<file path="src/rtl/rx_deser_pkg.sv">
// Shared constants and state encoding for the 2-bit-per-clock receive deserializer
// and word aligner.
package rx_deser_pkg;

  localparam int unsigned WORD_W   = 8;
  localparam int unsigned PAIR_W   = 2;
  localparam int unsigned HIST_W   = 2 * WORD_W;
  localparam int unsigned OFF_W    = 3;
  localparam int unsigned PHASE_W  = 2;
  localparam int unsigned SLIP_MAX = 8;
  localparam int unsigned SLIP_W   = 4;
  localparam int unsigned MATCH_W  = 4;
  localparam int unsigned SETTLE_W = 3;

  // Phase value on which the fourth bit pair of a word is received.
  localparam logic [PHASE_W-1:0] PHASE_LAST = 2'd3;

  typedef logic [1:0] state_t;

  localparam state_t ST_SEARCH = 2'd0;
  localparam state_t ST_SETTLE = 2'd1;
  localparam state_t ST_LOCKED = 2'd2;

  // Next word-boundary offset after a bit slip; wraps 7 -> 0.
  function automatic logic [OFF_W-1:0] slip_offset(input logic [OFF_W-1:0] off);
    return off + 3'd1;
  endfunction

endpackage

</file>
<file path="src/rtl/rx_deser_aligner_if.sv">
// Bit-pair input, alignment control and word/status outputs of the receive aligner.
interface rx_deser_aligner_if;
  import rx_deser_pkg::*;

  logic [PAIR_W-1:0] din;
  logic              align_req;
  logic [WORD_W-1:0] word_o;
  logic              word_valid;
  logic              aligned;
  logic              align_fail;
  logic [OFF_W-1:0]  bitslip_cnt;

  modport master (
    output din,
    output align_req,
    input  word_o,
    input  word_valid,
    input  aligned,
    input  align_fail,
    input  bitslip_cnt
  );

  modport slave (
    input  din,
    input  align_req,
    output word_o,
    output word_valid,
    output aligned,
    output align_fail,
    output bitslip_cnt
  );

endinterface

</file>
<file path="src/rtl/rx_bit_window.sv">
// Bit history, word phase counter and offset mux: produces one 8-bit word every 4 clocks
// from the window selected by the current bit-slip offset.
module rx_bit_window
  import rx_deser_pkg::*;
(
  input  logic              clk,
  input  logic              rst,
  input  logic [PAIR_W-1:0] din_i,
  input  logic [OFF_W-1:0]  off_i,
  output logic [WORD_W-1:0] word_o,
  output logic              word_valid_o
);

  logic [HIST_W-1:0]  hist_q;
  logic [HIST_W-1:0]  hist_d;
  logic [PHASE_W-1:0] phase_q;
  logic [WORD_W-1:0]  word_q;
  logic               valid_q;
  logic [3:0]         base;

  // Oldest bit sits at the LSB; din[0] is the earlier bit of the pair.
  assign hist_d = {din_i[1], din_i[0], hist_q[HIST_W-1:PAIR_W]};

  // Offset 0 takes the newest 8 bits; each slip moves the window one bit older.
  assign base = 4'(WORD_W) - {1'b0, off_i};

  always_ff @(posedge clk or posedge rst) begin
    if (rst) begin
      hist_q  <= '0;
      phase_q <= '0;
      word_q  <= '0;
      valid_q <= 1'b0;
    end else begin
      hist_q  <= hist_d;
      phase_q <= phase_q + 2'd1;
      valid_q <= (phase_q == PHASE_LAST);
      if (phase_q == PHASE_LAST) begin
        word_q <= hist_d[base +: WORD_W];
      end
    end
  end

  assign word_o       = word_q;
  assign word_valid_o = valid_q;

endmodule

</file>
<file path="src/rtl/rx_deser_aligner.sv">
// Receive deserializer with training-pattern word alignment: bit-slips the word boundary
// until MATCH_COUNT consecutive words equal TRAIN_PATTERN, then holds lock.
module rx_deser_aligner
  import rx_deser_pkg::*;
#(
  parameter logic [WORD_W-1:0] TRAIN_PATTERN = 8'h1F,
  parameter int unsigned       MATCH_COUNT   = 4,
  parameter int unsigned       SETTLE_WORDS  = 2
) (
  input  logic              clk,
  input  logic              rst,
  rx_deser_aligner_if.slave bus
);

  localparam logic [MATCH_W-1:0]  MatchLast  = MATCH_W'(MATCH_COUNT - 1);
  localparam logic [SETTLE_W-1:0] SettleLast =
      (SETTLE_WORDS == 0) ? '0 : SETTLE_W'(SETTLE_WORDS - 1);
  localparam logic [SLIP_W-1:0]   SlipSat    = SLIP_W'(SLIP_MAX);
  localparam logic [SLIP_W-1:0]   SlipFail   = SLIP_W'(SLIP_MAX - 1);

  logic [WORD_W-1:0]   word;
  logic                word_valid;

  state_t              state_q,  state_d;
  logic [MATCH_W-1:0]  match_q,  match_d;
  logic [SETTLE_W-1:0] settle_q, settle_d;
  logic [SLIP_W-1:0]   slip_q,   slip_d;
  logic [OFF_W-1:0]    off_q,    off_d;
  logic                fail_q,   fail_d;

  rx_bit_window u_window (
    .clk          (clk),
    .rst          (rst),
    .din_i        (bus.din),
    .off_i        (off_q),
    .word_o       (word),
    .word_valid_o (word_valid)
  );

  always_comb begin
    state_d  = state_q;
    match_d  = match_q;
    settle_d = settle_q;
    slip_d   = slip_q;
    off_d    = off_q;
    fail_d   = fail_q;

    // A restart request overrides any lock or slip decision made in the same cycle.
    if (bus.align_req) begin
      state_d  = ST_SEARCH;
      match_d  = '0;
      settle_d = '0;
      slip_d   = '0;
      fail_d   = 1'b0;
    end else if (word_valid) begin
      case (state_q)
        ST_SEARCH: begin
          if (word == TRAIN_PATTERN) begin
            if (match_q == MatchLast) begin
              state_d = ST_LOCKED;
              match_d = '0;
              fail_d  = 1'b0;
            end else begin
              match_d = match_q + 4'd1;
            end
          end else begin
            match_d = '0;
            off_d   = slip_offset(off_q);
            if (slip_q < SlipSat) begin
              slip_d = slip_q + 4'd1;
            end
            if (slip_q >= SlipFail) begin
              fail_d = 1'b1;
            end
            settle_d = '0;
            state_d  = (SETTLE_WORDS == 0) ? ST_SEARCH : ST_SETTLE;
          end
        end
        ST_SETTLE: begin
          if (settle_q == SettleLast) begin
            state_d = ST_SEARCH;
          end else begin
            settle_d = settle_q + 3'd1;
          end
        end
        ST_LOCKED: begin
          state_d = ST_LOCKED;
        end
        default: begin
          state_d = ST_SEARCH;
        end
      endcase
    end
  end

  always_ff @(posedge clk or posedge rst) begin
    if (rst) begin
      state_q  <= ST_SEARCH;
      match_q  <= '0;
      settle_q <= '0;
      slip_q   <= '0;
      off_q    <= '0;
      fail_q   <= 1'b0;
    end else begin
      state_q  <= state_d;
      match_q  <= match_d;
      settle_q <= settle_d;
      slip_q   <= slip_d;
      off_q    <= off_d;
      fail_q   <= fail_d;
    end
  end

  assign bus.word_o      = word;
  assign bus.word_valid  = word_valid;
  assign bus.aligned     = (state_q == ST_LOCKED);
  assign bus.align_fail  = fail_q;
  assign bus.bitslip_cnt = off_q;

endmodule
</file>
<file path="src/flat_wrapper.sv">
// flat-port wrapper written by rule: the top's interface ports become plain ports
module rx_deser_aligner_flat import rx_deser_pkg::*;
#(
  parameter logic [WORD_W-1:0] TRAIN_PATTERN = 8'h1F,
  parameter int unsigned       MATCH_COUNT   = 4,
  parameter int unsigned       SETTLE_WORDS  = 2
)
  (clk, rst, bus_din, bus_align_req, bus_word_o, bus_word_valid, bus_aligned, bus_align_fail, bus_bitslip_cnt);
  rx_deser_aligner_if bus_i ();
  input  logic clk;
  input  logic rst;
  input wire logic [$bits(bus_i.din)-1:0] bus_din;
  input wire logic [$bits(bus_i.align_req)-1:0] bus_align_req;
  output wire logic [$bits(bus_i.word_o)-1:0] bus_word_o;
  output wire logic [$bits(bus_i.word_valid)-1:0] bus_word_valid;
  output wire logic [$bits(bus_i.aligned)-1:0] bus_aligned;
  output wire logic [$bits(bus_i.align_fail)-1:0] bus_align_fail;
  output wire logic [$bits(bus_i.bitslip_cnt)-1:0] bus_bitslip_cnt;
  assign bus_i.din = bus_din;
  assign bus_i.align_req = bus_align_req;
  assign bus_word_o = bus_i.word_o;
  assign bus_word_valid = bus_i.word_valid;
  assign bus_aligned = bus_i.aligned;
  assign bus_align_fail = bus_i.align_fail;
  assign bus_bitslip_cnt = bus_i.bitslip_cnt;
  rx_deser_aligner #(.TRAIN_PATTERN(TRAIN_PATTERN), .MATCH_COUNT(MATCH_COUNT), .SETTLE_WORDS(SETTLE_WORDS)) u_core (.clk(clk), .rst(rst), .bus(bus_i));
endmodule
</file>
<file path="config.mk">
export PLATFORM = sky130hd
export DESIGN_NAME = rx_deser_aligner_flat
export DESIGN_NICKNAME = d
export VERILOG_FILES = /design/src/rtl/rx_deser_pkg.sv /design/src/rtl/rx_deser_aligner_if.sv /design/src/rtl/rx_bit_window.sv /design/src/rtl/rx_deser_aligner.sv /design/src/flat_wrapper.sv
export SDC_FILE = /design/constraint.sdc
export NUM_CORES = 1
export LEC_CHECK = 0
export BUFFER_PORTS_ARGS = -buffer_cell sky130_fd_sc_hd__buf_2
export CORE_ASPECT_RATIO = 1.2
export CORE_MARGIN = 2
export CORE_UTILIZATION = 30
export CTS_CLUSTER_SIZE = 10
export DETAILED_ROUTE_END_ITERATION = 10
export PLACE_DENSITY = 0.55
export SLEW_MARGIN = 10
export SYNTH_ARGS = -nofsm -noshare
export SYNTH_HDL_FRONTEND = slang
export SYNTH_SLANG_ARGS = --single-unit
</file>
<file path="constraint.sdc">
create_clock -name clk -period 3.1 [get_ports clk]
set_input_delay 0.62 -clock clk [delete_from_list [all_inputs] [get_ports clk]]
set_output_delay 0.62 -clock clk [all_outputs]
set_load 0.01 [all_outputs]
</file>
## After elaboration in Yosys (flattened, before gate mapping)

Index checks and enable logic that the tools add are counted.
W data, S select, Z words.

| word-level totals | value |
|---|---|
| register bits | 44 |

| operators by class | value |
|---|---|
| order comparisons | 2 |
| equality and inequality tests | 12 |
| muxes and demuxes | 27 |
| add/subtract/negate cells | 6 |
| shift operators | 1 |
| reduce and logical (&&, ||, !) cells | 12 |
| bitwise gates (word level) | 2 |

Operators by type and width:

| kind | number |
|---|---|
| $mux W4 | 10 |
| $reduce_and A4 Y1 | 4 |
| $shiftx A16 B5 Y8 | 1 |
| $mux W3 | 4 |
| $mux W2 | 5 |
| $ne A3 B3 Y1 const B | 3 |
| $add A4 B1 Y4 const B | 2 |
| $eq A8 B5 Y1 const B | 1 |
| $add A3 B1 Y3 const B | 2 |
| $mux W1 | 6 |
| $pmux W2 S3 | 1 |
| $pmux W3 S2 | 1 |
| $reduce_bool A2 Y1 | 3 |
| $reduce_bool A3 Y1 | 2 |
| $eq A2 B2 Y1 const B | 2 |
| $eq A4 B2 Y1 const B | 1 |
| $ge A4 B3 Y1 const B | 1 |
| $lt A4 B4 Y1 const B | 1 |
| $ne A4 B4 Y1 const B | 1 |
| $sub A4 B3 Y4 const A | 1 |
| $eq A3 B1 Y1 const B | 1 |
| $ne A3 B2 Y1 const B | 1 |
| $reduce_and A3 Y1 | 1 |
| $add A2 B1 Y2 const B | 1 |
| 5 further kinds | 6 |

## Longest topological paths before layout

| logic depth | value |
|---|---|
| depth in word-level cells | 6 |
| depth in mapped cells | 10 |

## Modules after synthesis

From an unflattened synthesis, not the netlist that was laid out.

| second synthesis, totals | value |
|---|---|
| cell total of the unflattened synthesis | 205 |
| area total of the unflattened synthesis | 2373.5 um^2 |

Modules (own cells, without submodules):

| module | cells each | area each (um^2) | times used | sequential area each (um^2) |
|---|---|---|---|---|
| rx_bit_window | 108 | 1388.8 | 1 | 625.6 |
| rx_deser_aligner | 97 | 984.7 | 1 | 425.4 |

## Worst setup path before layout

Ideal clock, no wire load.

| path | value |
|---|---|
| path kind | register -> register |
| start point | register u_core.off_q[0], in the netlist u_core.bus.bitslip_cnt[0] |
| end point | register u_core.u_window.word_q[7], in the netlist u_core.u_window.word_o[7] |
| arrival time | 2.364 ns |
| library setup time | 0.121 ns |
| path slack | 0.615 ns |
| stages on the path, launching flop included | 10 |
| cells stage by stage | dfrtp_1 -> buf_2 -> inv_2 -> ha_1 -> buf_2 -> buf_2 -> mux4_2 -> a21oi_1 -> o21ai_0 -> a22o_1 |

| between the ends | value |
|---|---|
| cells in the longest elaborated chain, start to end | 2 |

RTL lines:

| element | RTL line | text |
|---|---|---|
| start: declaration | rx_deser_aligner.sv:28 | `logic [OFF_W-1:0] off_q, off_d;` |
| start signal: assignment | rx_deser_aligner.sv:102 | `off_q <= '0;` |
| start signal: assignment | rx_deser_aligner.sv:109 | `off_q <= off_d;` |
| $sub A4 B3 Y4 | rx_bit_window.sv:25 | `assign base = 4'(WORD_W) - {1'b0, off_i};` |
| $shiftx A16 B5 Y8 | rx_bit_window.sv:38 | `word_q <= hist_d[base +: WORD_W];` |
| end signal: assignment | rx_bit_window.sv:38 |  |
| end: declaration | rx_bit_window.sv:17 | `logic [WORD_W-1:0] word_q;` |

No other way between the ends.
A chain may end at the register's enable or synchronous reset.

## Worst setup path in the final report

| path | value |
|---|---|
| start point | register u_core.off_q[1], in the netlist u_core.bus.bitslip_cnt[1] |
| end point | register u_core.u_window.word_q[7], in the netlist u_core.u_window.word_o[7] |

The elaborated chain is that of the path after synthesis.

==> qor.yml <==
status: "finished, final reports clean"
yosys.area.top_type: "dfrtp_1"
fmax_mhz: 400
ys_warn_count: 0
dpl_cell_area_mm2: 0.00262
initial_utilization_pct: 30.5
drt_first_iter_violations: 143
cts_setup_buffers: 0
die_area_mm2: 0.00890
power.switching_uw: 973
holdBufCountCts: 0
synth-seq-area-share_pct: 42.9
ios: 19
cts_max_path_buffers: 2
ys_top_cells_by_area: "dfrtp_1 (43%), mux2_2 (7.4%), mux4_2 (5.5%), mux2i_1 (4.5%), ha_1 (3.6%)"
insertion_delay_ns: 0.29
gp_congestion: 0.866
final_layout_size_suffix_gt1_share_pct: 23.6
avgSynthCellArea_um2: 10.6
grt_usage_pct: 13.4
fin_tns_setup_ns: 0
core-area_mm2: 0.00802
fp-row-count: 36
slew_viol_final: 0
cts-root-buf: "clkbuf_8"
synth_edf_count: 0
fillers: 840
p_int_uw: 1510
yosys.cell_types.count: 51
crit_path_end_kind: "flop"
p_per_area_mw_per_mm2: 911
synthCells: 230
drc: 0
post-route-period-util_pct: 80.6
syn-num-nets: 242
ys_ff_latch: 42
timing_hold_violations_final: 0
swShare_pct: 39.2
critical_path_class: "reg2reg"
p_comb_share_pct: 51.5
cap_violations: 0
design_area_mm2: 0.00273
via_count: 1859
hold_path_class: "in2async"
antenna_found_initial: 0
ys_async_sr_fraction_pct: 100
power_frac_clock_pct: 18.0
reg2reg_slack_ns: 0.60
synth_ff_type: "dfrtp_1"
cp-start-kind: "flop"
p_seq_share_pct: 30.5
grt_pass1_vias: 1884
rsz0062_at_grt: "false"
ant_nets: 0
dp.final_hpwl_mm: 4.00
whs_ns: 0.273
fp.dieH_um: 103
drt_first_pass_iters: 4
antenna_cells: 0
totalWireLength_mm: 5.53
min_period_ns: 2.50
clock_skew_ns: 0.00879
crit_fanout: 15
setup_viol_count_final: 0
synth_top_area_share_pct: 42.9
crit_required_ns: 3.28
syn-cell-area_mm2: 0.00245
cts_sinks: 42
tightest_slew_ns: 0.729
grt_max_degree: 31
cts_tree: "built"
cts_resized: 0
grt_pass1_wl_mm: 9.30
layout-area-overhead-vs-synth_pct: 11.5
die_x_um: 86.5
overflow: 0
slew_headroom_pct: 51.0
routedWlPerCell_um: 16.2
power_leakage_uw: 0.00113
cts_made_buffers: 5
port_buffers: 18
ir_drop_mv: 0.339
cts.clk_slew.worst_paths_ns: 0.08
worstPathArrival_ns: 2.68
viasPerCell: 5.45
htree_levels: 2
nNetsFinal: 258
==> final timing paths <==
check                                                            from                                    end  depth (start not counted)
min in group clk                  u_core.u_window.hist_q[4]$_DFF_PP0_    u_core.u_window.hist_q[2]$_DFF_PP0_                          0
worst min register to register    u_core.u_window.hist_q[4]$_DFF_PP0_    u_core.u_window.hist_q[2]$_DFF_PP0_                          0
worst max-delay path            u_core.bus.bitslip_cnt[1]$_DFFE_PP0P_  u_core.u_window.word_o[7]$_DFFE_PP0P_                          7
worst min-delay path                                              rst           u_core.slip_q[1]$_DFFE_PP0P_                          2
worst max register to register  u_core.bus.bitslip_cnt[1]$_DFFE_PP0P_  u_core.u_window.word_o[7]$_DFFE_PP0P_                          7
max in group asynchronous                                         rst  u_core.u_window.word_o[5]$_DFFE_PP0P_                          3
==> cell families (layout without fill, tap and decap cells) <==
family / Yosys count / in the layout / synth area share, %
xor gates and xnor gates: 4 / 4 / 1.43
buffers and inverters: 25 / 41 / 4.75
AOI/OAI and AO/OA: 49 / 49 / 14.0
and+or+nand+nor: 70 / 70 / 16.0
muxes: 33 / 33 / 17.4
DFF: 42 / 42 / 42.9
adders and majority gates: 7 / 7 / 3.58
==> placed cells by master (no fill, tap or decap), types with 3 or more instances in the layout <==
cell type and n:
a21oi_1 10, a31oi_1 7, buf_2 18, buf_4 4
clkbuf_8 6, dfrtp_1 42, ha_1 7, inv_1 10
mux2_2 16, mux2i_1 11, mux4_2 6, nand2_1 14
nand2b_1 5, nand3_1 7, nand3b_1 3, nor2_1 16
nor2b_1 6, nor3_1 3, o21ai_0 8, o22a_1 4
xnor2_1 4
==> per-layer routing <==
layer | global-route usage [%] | vias up | part of all wire, %
met2 | 22.6 | 53 | 50
met4 | 5.41 | 0 | 1.7
li1 | - | 882 | -
met3 | 2.96 | 9 | 3.6
met1 | 16.7 | 915 | 45
met5 | 0 | - | 0
==> cells in the mapped netlist, drive strengths merged, types with 3 or more instances <==
library cell and count:
dfrtp 42, mux2 16, nor2 16, nand2 14, inv 12, mux2i 11, a21oi 10, o21ai 8
a31oi 7, clkbuf 7, ha 7, nand3 7, buf 6, mux4 6, nor2b 6, nand2b 5
o22a 4, xnor2 4, nand3b 3, nor3 3
==> power by group through the flow <==
stage / combinational (µW) / clock [µW] / sequential [µW]
2_1_floorplan: 992 / 0 / 754
3_3_place_gp: 1280 / 0 / 767
3_5_place_dp: 1270 / 0 / 769
4_1_cts: 1280 / 461 / 758
5_1_grt: 1390 / 482 / 777
6_report: 1280 / 447 / 757
==> worst max-delay path, cell delays in order, from the launching register on <==
cell and delay [ns]:
dfrtp_1 0.52, inv_1 0.09, ha_1 0.53, buf_4 0.31, mux4_2 0.52, a21oi_1 0.14
o21ai_0 0.09, a22o_1 0.19
==> sequential cells by signal (all words and copies together) (netlist names) <==
name / count
u_core.u_window.hist_q: 14
u_core.state_q: 2
u_core.u_window.phase_q: 2
u_core.slip_q: 4
u_core.bus.align_fail: 1
u_core.u_window.word_valid_o: 1
u_core.match_q: 4
u_core.bus.bitslip_cnt: 3
u_core.u_window.word_o: 8
u_core.settle_q: 3
==> final cells by class <==
cell class | count | area, µm² | share of cell area (%)
Multi-Input combinational cell | 163 | 1280 | 46.9
Inverter | 12 | 45.0 | 1.65
Timing Repair Buffer | 22 | 120 | 4.40
Tap cell | 95 | 119 | 4.36
Clock buffer | 6 | 82.6 | 3.03
Clock inverter | 1 | 30.0 | 1.10
Sequential cell | 42 | 1050 | 38.5
==> stage by stage <==
stage | setup WS, ns | utilization (%) | std cells | power [µW]
after floorplan | 0.615 | - | 230 | 1750
after global placement | 0.644 | 32.6 | 334 | 2050
after detailed placement | 0.616 | 32.6 | 334 | 2030
after CTS | 0.606 | 34.0 | 341 | 2500
after global routing | 0.376 | 34.0 | 341 | 2650
final | 0.601 | 34.0 | 341 | 2480
(Power assumes the default switching activity.)
